$ cat src/rtl/joy_db9md_scan.sv
`default_nettype none
// +--------------------------------------------------------------------------+
// | joy_db9md_scan : NUM_PORTS-way DB9 Mega Drive pad scanner, 8-phase TH.    |
// | Option macro DB9MD_DEBOUNCE_EN : commit only after two matching scans.    |
// | Revision 1.0                                                               |
// +--------------------------------------------------------------------------+
module joy_db9md_scan #(
   parameter int  NUM_PORTS = 2,
   parameter int  CLK_HZ    = 40_000_000,
   parameter int  PHASE_US  = 10,
   parameter int  FRAME_US  = 2000,
   localparam int PSW       = (NUM_PORTS > 1) ? $clog2(NUM_PORTS) : 1
) (
   input  logic                    clk,
   input  logic                    reset_n,
   input  logic [5:0]              joy_in,
   output logic                    joy_mdsel,
   output logic [PSW-1:0]          port_sel,
   output logic [12*NUM_PORTS-1:0] joystick,
   output logic [NUM_PORTS-1:0]    md_det,
   output logic [NUM_PORTS-1:0]    six_btn,
   output logic [NUM_PORTS-1:0]    update
);

   localparam int PHASE_CYC = int'((64'(CLK_HZ) * 64'(PHASE_US)) / 64'd1_000_000);
   localparam int FRAME_CYC = int'((64'(CLK_HZ) * 64'(FRAME_US)) / 64'd1_000_000);
   localparam int PCW       = (PHASE_CYC > 1) ? $clog2(PHASE_CYC) : 1;
   localparam int FCW       = (FRAME_CYC > 1) ? $clog2(FRAME_CYC) : 1;
   localparam int WBITS     = 12 * NUM_PORTS;

   typedef enum logic [1:0] {
      S_IDLE   = 2'd0,
      S_SETTLE = 2'd1,
      S_PHASE  = 2'd2,
      S_COMMIT = 2'd3
   } state_t;

   state_t               state_q, state_d;
   logic [FCW-1:0]       frame_q;
   logic [PCW-1:0]       cnt_q, cnt_d;
   logic [2:0]           ph_q, ph_d;
   logic [PSW-1:0]       port_q, port_d;
   logic [5:0]           sync1_q, sync2_q;
   logic [11:0]          raw_q, raw_d;
   logic                 md_q, md_d;
   logic                 six_q, six_d;
   logic                 mdsel_q, mdsel_d;
   logic [WBITS-1:0]     joy_q, joy_d;
   logic [NUM_PORTS-1:0] mddet_q, mddet_d;
   logic [NUM_PORTS-1:0] sixbtn_q, sixbtn_d;
   logic [NUM_PORTS-1:0] update_q, update_d;

   logic                 w_tick;
   logic                 w_last;
   logic [5:0]           w_act;
   logic [11:0]          w_word;
   logic                 w_commit;

   assign w_tick = (frame_q == FCW'(FRAME_CYC - 1));
   assign w_last = (cnt_q == PCW'(PHASE_CYC - 1));
   assign w_act  = ~sync2_q;

   // Atari/SMS pads only own the ph0 bits; 3-button pads have no X/Y/Z/Mode.
   assign w_word = md_q ? (six_q ? raw_q : {4'b0000, raw_q[7:0]})
                        : {6'b000000, raw_q[5:0]};

`ifdef DB9MD_DEBOUNCE_EN
   logic [13:0] shadow_q [NUM_PORTS];
   logic [13:0] shadow_d [NUM_PORTS];

   assign w_commit = (shadow_q[port_q] == {six_q, md_q, w_word});

   always_ff @(posedge clk or negedge reset_n) begin
      if (!reset_n) begin
         for (int i = 0; i < NUM_PORTS; i++) shadow_q[i] <= '0;
      end else begin
         shadow_q <= shadow_d;
      end
   end
`else
   assign w_commit = 1'b1;
`endif

   always_ff @(posedge clk or negedge reset_n) begin
      if (!reset_n) begin
         frame_q <= '0;
         sync1_q <= '1;
         sync2_q <= '1;
      end else begin
         frame_q <= w_tick ? '0 : frame_q + FCW'(1);
         sync1_q <= joy_in;
         sync2_q <= sync1_q;
      end
   end

   always_ff @(posedge clk or negedge reset_n) begin
      if (!reset_n) begin
         state_q  <= S_IDLE;
         cnt_q    <= '0;
         ph_q     <= '0;
         port_q   <= '0;
         raw_q    <= '0;
         md_q     <= 1'b0;
         six_q    <= 1'b0;
         mdsel_q  <= 1'b1;
         joy_q    <= '0;
         mddet_q  <= '0;
         sixbtn_q <= '0;
         update_q <= '0;
      end else begin
         state_q  <= state_d;
         cnt_q    <= cnt_d;
         ph_q     <= ph_d;
         port_q   <= port_d;
         raw_q    <= raw_d;
         md_q     <= md_d;
         six_q    <= six_d;
         mdsel_q  <= mdsel_d;
         joy_q    <= joy_d;
         mddet_q  <= mddet_d;
         sixbtn_q <= sixbtn_d;
         update_q <= update_d;
      end
   end

   always_comb begin
      state_d  = state_q;
      cnt_d    = cnt_q;
      ph_d     = ph_q;
      port_d   = port_q;
      raw_d    = raw_q;
      md_d     = md_q;
      six_d    = six_q;
      joy_d    = joy_q;
      mddet_d  = mddet_q;
      sixbtn_d = sixbtn_q;
      update_d = '0;
`ifdef DB9MD_DEBOUNCE_EN
      shadow_d = shadow_q;
`endif

      case (state_q)
         S_IDLE: begin
            if (w_tick) begin
               port_d  = '0;
               cnt_d   = '0;
               state_d = S_SETTLE;
            end
         end
         S_SETTLE: begin
            if (w_last) begin
               cnt_d   = '0;
               ph_d    = '0;
               state_d = S_PHASE;
            end else begin
               cnt_d = cnt_q + PCW'(1);
            end
         end
         S_PHASE: begin
            if (w_last) begin
               cnt_d = '0;
               case (ph_q)
                  3'd0: raw_d[5:0] = {w_act[5], w_act[4], w_act[0],
                                      w_act[1], w_act[2], w_act[3]};
                  3'd1: begin
                     raw_d[7:6] = {w_act[5], w_act[4]};
                     md_d       = (sync2_q[3:2] == 2'b00);
                  end
                  3'd5: six_d = md_q && (sync2_q[3:0] == 4'b0000);
                  3'd6: raw_d[11:8] = {w_act[0], w_act[1], w_act[2], w_act[3]};
                  default: ;
               endcase
               if (ph_q == 3'd7) begin
                  state_d = S_COMMIT;
               end else begin
                  ph_d = ph_q + 3'd1;
               end
            end else begin
               cnt_d = cnt_q + PCW'(1);
            end
         end
         S_COMMIT: begin
            if (w_commit) begin
               joy_d[12*port_q +: 12] = w_word;
               mddet_d[port_q]        = md_q;
               sixbtn_d[port_q]       = six_q;
               update_d[port_q]       = 1'b1;
            end
`ifdef DB9MD_DEBOUNCE_EN
            shadow_d[port_q] = {six_q, md_q, w_word};
`endif
            ph_d = '0;
            if (port_q == PSW'(NUM_PORTS - 1)) begin
               port_d  = '0;
               state_d = S_IDLE;
            end else begin
               port_d  = port_q + PSW'(1);
               cnt_d   = '0;
               state_d = S_SETTLE;
            end
         end
         default: state_d = S_IDLE;
      endcase

      // TH is registered from the next state so the pad sees clean edges.
      mdsel_d = !((state_d == S_PHASE) && ph_d[0]);
   end

   assign joy_mdsel = mdsel_q;
   assign port_sel  = port_q;
   assign joystick  = joy_q;
   assign md_det    = mddet_q;
   assign six_btn   = sixbtn_q;
   assign update    = update_q;

endmodule
`default_nettype wire

$ cat config.mk
export PLATFORM = sky130hd
export DESIGN_NAME = joy_db9md_scan
export DESIGN_NICKNAME = d
export VERILOG_FILES = /design/src/rtl/joy_db9md_scan.sv
export SDC_FILE = /design/constraint.sdc
export NUM_CORES = 1
export LEC_CHECK = 0
export ABC_CLOCK_PERIOD_IN_PS = 2100
export CORE_ASPECT_RATIO = 1.4
export CORE_MARGIN = 5
export CORE_UTILIZATION = 40
export CTS_CLUSTER_SIZE = 24
export DETAILED_ROUTE_END_ITERATION = 10
export GPL_TIMING_DRIVEN = 0
export PLACE_DENSITY = 0.66
export SLEW_MARGIN = 20
export SYNTH_ARGS = -nofsm -noshare
export SYNTH_HDL_FRONTEND = slang
export SYNTH_SLANG_ARGS = --single-unit
$ cat constraint.sdc
create_clock -name clk -period 2.1 [get_ports clk]
set_input_delay 0.525 -clock clk [delete_from_list [all_inputs] [get_ports clk]]
set_output_delay 0.525 -clock clk [all_outputs]
set_load 0.005 [all_outputs]
Yosys cells after proc, flatten, opt, wreduce, memory -nomap -nowiden
Cells that the tools add are included.
{"block": "classes", "addsub": 5, "multipliers": 1, "order_cmp": 2, "eq_ne": 15, "n_shift": 2, "n_mux": 26, "n_bitwise": 1, "n_reduce_logical": 18}
{"op": "$neg 5->34", "n": 1}
{"op": "$shift 12x34->24 const A", "n": 1}
{"op": "$shiftx 12x34->24", "n": 1}
{"op": "$mux 9", "n": 3}
{"op": "$pmux 9 s3", "n": 1}
{"op": "$bwmux 24", "n": 1}
{"op": "$mux 12", "n": 2}
{"op": "$add 17x1->17 const B", "n": 1}
{"op": "$eq 17x17->1 const B", "n": 1}
{"op": "$mux 17", "n": 1}
{"op": "$reduce_and 3->1", "n": 4}
{"op": "$mux 2", "n": 5}
{"op": "$ne 2x2->1 const B", "n": 5}
{"op": "$add 9x1->9 const B", "n": 1}
{"op": "$eq 3x3->1 const B", "n": 3}
{"op": "$eq 9x9->1 const B", "n": 1}
{"op": "$mux 3", "n": 3}
{"op": "$pmux 3 s3", "n": 1}
{"op": "$pmux 2 s4", "n": 1}
{"op": "$eq 2x2->1 const B", "n": 3}
{"op": "$not 6->6", "n": 1}
{"op": "$bwmux 2", "n": 2}
{"op": "$logic_not 2->1", "n": 2}
{"op": "$logic_not 4->1", "n": 1}
{"op": "18 further kinds", "n": 24}
{"block": "totals", "register_bits": 89, "in_bits": 8}

Depth between registers and ports, before layout
{"block": "depth", "ltp_word": 7, "ltp_mapped": 8}

Least setup slack after synthesis
Ideal clock, no wire load.
{"block": "synth_path", "kind": "register to register", "start": "register cnt_q[4]", "end": "register mdsel_q, in the netlist joy_mdsel", "setup_ns": 0.088, "arrival_ns": 2.100, "required_time_ns": 2.012, "path_slack_ns": -0.088, "path_stages_with_launch": 6, "n_path_buf": 0, "cell_sequence": "dfrtp_1 > or4b_4 > or2_4 > a211o_1 > a221o_1 > or3b_1"}
{"block": "synth_via", "elab_chain_len": 6, "elab_cells_between_ends": 10, "cone_classes": "eq/ne: 2; mux: 6; reduce/logical: 2"}
{"element": "from (decl)", "line": "40", "source": "logic [PCW-1:0] cnt_q, cnt_d;"}
{"element": "from (signal assigned)", "line": "112", "source": "cnt_q <= cnt_d;"}
{"element": "$eq 9x9->1 *", "line": "60", "source": "assign w_last = (cnt_q == PCW'(PHASE_CYC - 1));"}
{"element": "$mux 2 (on tied branches)", "line": "160, 151"}
{"element": "$pmux 2 s4 *", "line": "142", "source": "case (state_q)"}
{"element": "via state_d[0]", "line": "38", "source": "state_t state_q, state_d;"}
{"element": "$eq 2x2->1 *", "line": "206", "source": "mdsel_d = !((state_d == S_PHASE) && ph_d[0]);"}
{"element": "$logic_and 1x1->1 *", "line": "206"}
{"element": "$logic_not 1->1 *", "line": "206"}
{"element": "via mdsel_d", "line": "47", "source": "logic mdsel_q, mdsel_d;"}
{"element": "to (signal assigned)", "line": "118", "source": "mdsel_q <= mdsel_d;"}
{"element": "to (decl)", "line": "47"}
Mark *: on every way through the listed nets, which the timed path passes. The rest lies on a longest branch. The select of a mux whose other input is x is not followed.
A chain may end at the register's enable or synchronous reset.

Worst setup path after layout
{"block": "layout_path", "start": "register cnt_q[5]", "end": "register mdsel_q, in the netlist joy_mdsel"}
The elaborated chain is that of the path after synthesis.

==> flow_summary_export.csv <==
group,metric,value,unit
synth,ys_warn_count,0,
timing,tightest_slew,0.684,ns
floorplan,start_util,0.412,
flow_run,max_cap_violations,0,
status,status,"finished with violations",
clocking,cts_root_buffer,"clkbuf_16",
global_route,antenna_found_initial,0,
clocking,clk-insertion-delay-late,0.34,ns
clocking,clk_pin_slew,0.06,ns
finish,final_cell_mix,"dfrtp_1 (75), nand2_1 (64), clkdlybuf4s50_1 (38), o21ai_0 (32), nor2_1 (20)",
worst_setup_path,cp-end-kind,"register",
timing,slew_viol_final,0,
timing,clock_skew,0.00638,ns
timing,rsz0062_at_grt,"true",
routing,routed_wl,7.22,mm
synth,async_flop_share,1.00,
synth,syn-instance-count,340,
synth,ys.flop_type,"dfrtp_1",
clocking,hold_buffers,0,
finish,fin_util,0.515,
worst_setup_path,cp_data_required_time,2.35,ns
global_route,grt_max_degree,49,
finish,nets,420,
finish,nFillCells,790,
finish,areaGrowthSynthToFinish,25.1,%
status,violations,"negative setup slack",
clocking,cts_max_level,3,
finish,final_common_cell,"dfrtp_1",
global_route,grt_use_total,0.136,
floorplan,dieArea,11300,um^2
global_route,grt_pass1_wl,12.3,mm
worst_setup_path,reg2reg_depth,5,
worst_setup_path,arrival,2.52,ns
clocking,cts_made_buffers,9,
timing,slew-limit-headroom,0.543,
worst_hold_path,holdCritPathClass,"in -> async",
power_and_ir_drop,power_leakage,2.10,nW
worst_setup_path,reg2reg_from,"cnt_q[5]",
timing,period_minus_slack,2.28,ns
synth,synth_edf_count,0,
synth,syn_area_per_cell,10.9,um^2
synth,synth.distinct_cells,40,
floorplan,num_io_pins,40,
global_route,first_global_vias,2645,
routing,drt_first_pass_iters,4,
finish,antenna_cells,0,
clocking,cts_tree,"built",
placement,gp_congestion,0.807,
worst_setup_path,startpoint_type,"register",
worst_setup_path,cp_max_fo,3,
routing,ant_nets,0,
timing,hold_viol_final,0,
synth,yosysSeqAreaShare,0.604,
routing,vias,2625,
floorplan,rows,41,
routing,drt_iter0_markers,101,
global_route,gr-total-overflow,0,
routing,remaining_drc_errors,0,
worst_setup_path,critical_path.startpoint,"cnt_q[5]",
worst_setup_path,critPathKind,"reg -> reg",
clocking,cts.path.max_buffers,2,
timing,min_period_over_period,1.08,
finish,seqCellArea,2240,um^2
timing,max_freq,440,MHz
routing,wl_per_cell,14.1,um
finish,layout-drive-gt1-share,0.158,
synth,syn-num-nets,360,
synth,netlist_area,3720,um^2
floorplan,core-area,9030,um^2
finish,multiInputGateArea,1440,um^2
worst_setup_path,r2r_slack,-0.18,ns
worst_setup_path,r2r_end,"joy_mdsel",
floorplan,die_w,91.5,um
clocking,cts_sinks,89,
placement,io_buffer_count,39,
timing,fin_ws,-0.175,ns
placement,post-dp-hpwl,5.05,mm
timing,setup-violations-final,4,
power_and_ir_drop,vdd_drop_max,497,uV
routing,via_per_inst,5.13,
floorplan,chipHeight,124,um
synth,synth_seq_cells,89,
power_and_ir_drop,powerDensity,701,nW/um^2
power_and_ir_drop,power,0.00326,W
## synthesized netlist by cell type (all sizes together), types with 2 or more instances
| cell type | count | area share |
|---|---|---|
| dfrtp | 76 | 0.51 |
| nand2 | 64 | 0.065 |
| o21ai | 34 | 0.046 |
| nor2 | 22 | 0.022 |
| nand3 | 18 | 0.024 |
| dfstp | 13 | 0.092 |
| ha | 12 | 0.040 |
| mux2 | 12 | 0.036 |
| clkbuf | 10 | 0.010 |
| xor2 | 10 | 0.024 |
| and3 | 8 | 0.013 |
| inv | 8 | 0.0081 |
| a21oi | 5 | 0.0067 |
| nand4 | 5 | 0.0084 |
| xnor2 | 5 | 0.012 |
| mux2i | 4 | 0.011 |
| nand2b | 4 | 0.0067 |
| nor3b | 3 | 0.0074 |
| or2 | 3 | 0.0057 |
| and2 | 2 | 0.0034 |
| nor2b | 2 | 0.0034 |
| o22ai | 2 | 0.0034 |
| o31ai | 2 | 0.0040 |
| o41ai | 2 | 0.0047 |
## report_power, final
part	internal [W]	switching [W]	total, W
clock network	0.000836	0.000632	0.00147
registers	0.00174	0.00000664	0.00174
logic	0.0000151	0.0000339	0.0000490
total	0.00259	0.000672	0.00326
## cell type report
| cell class | instances | share of cell area |
|---|---|---|
| flip-flops and latches | 89 | 0.483 |
| multi-input cells | 231 | 0.310 |
| repair buffers | 49 | 0.102 |
| clock buffers | 12 | 0.0530 |
| well taps | 107 | 0.0288 |
| plain buffers | 11 | 0.00889 |
| inverters | 9 | 0.00727 |
| clock inverters | 4 | 0.00646 |
## per-layer routing
| metal | wire, um | track usage | up-vias |
|---|---|---|---|
| met5 | 0 | 0 | - |
| met4 | 169 | 0.0771 | 0 |
| met3 | 252 | 0.0350 | 12 |
| met2 | 3560 | 0.218 | 43 |
| met1 | 3240 | 0.167 | 1297 |
| li1 | - | - | 1273 |
## through the flow
| stage | hold slack (ns) | worst slack [ns] | setup TNS [ns] | std cells | cell area [um^2] |
|---|---|---|---|---|---|
| 3_3_place_gp | 0.346 | -2.69 | -226.92 | 486 | 4240 |
| 6_report | 0.207 | -0.175 | -0.259 | 512 | 4650 |
| 3_5_place_dp | 0.347 | -0.349 | -2.44 | 487 | 4260 |
| 4_1_cts | 0.223 | -0.188 | -0.935 | 507 | 4590 |
| 5_1_grt | 0.256 | -0.240 | -2.07 | 512 | 4650 |
| 2_1_floorplan | 0.229 | -0.0662 | -0.0928 | 340 | 3720 |
## registers in the layout, indices dropped and copies added, names as in the netlist
signal	count
sync2_q	6
port_sel	1
cnt_q	9
md_q	1
sync1_q	6
six_q	1
raw_q	12
update	2
six_btn	2
joystick	24
ph_q	3
frame_q	17
state_q	2
joy_mdsel	1
md_det	2
## worst max path at each step
stage	to	slack [ns]	cells after the start
final	joy_mdsel	-0.18	5
after global routing	cnt_q[2]	-0.24	7
after CTS	joy_mdsel	-0.19	5
after detailed placement	cnt_q[7]	-0.35	7
after global placement	joystick[11]	-2.69	1
after floorplan	joy_mdsel	-0.07	5
## cells by family after synthesis
kind of cell               synth area share
xor gates and xnor gates             0.0354
buffers and inverters                0.0202
and+or+nand+nor                       0.176
adders and majority gates            0.0404
muxes                                0.0471
DFF                                   0.604
AOI/OAI and AO/OA                    0.0771
## worst max-delay path, stage by stage (launching register included)
cell,delay [ns]
dfrtp_1,0.39
or4b_4,0.56
or2_4,0.25
a211o_1,0.29
a221o_1,0.33
or3b_1,0.38
## what timing repair did
action | 4_1_cts | 5_1_grt
endpoints found under the setup margin | 20 | 20
buffers inserted | 4 | 5
pin swaps | 0 | 2
resized for setup | 6 | 6
Note: power is estimated with default switching activity, not from simulation.
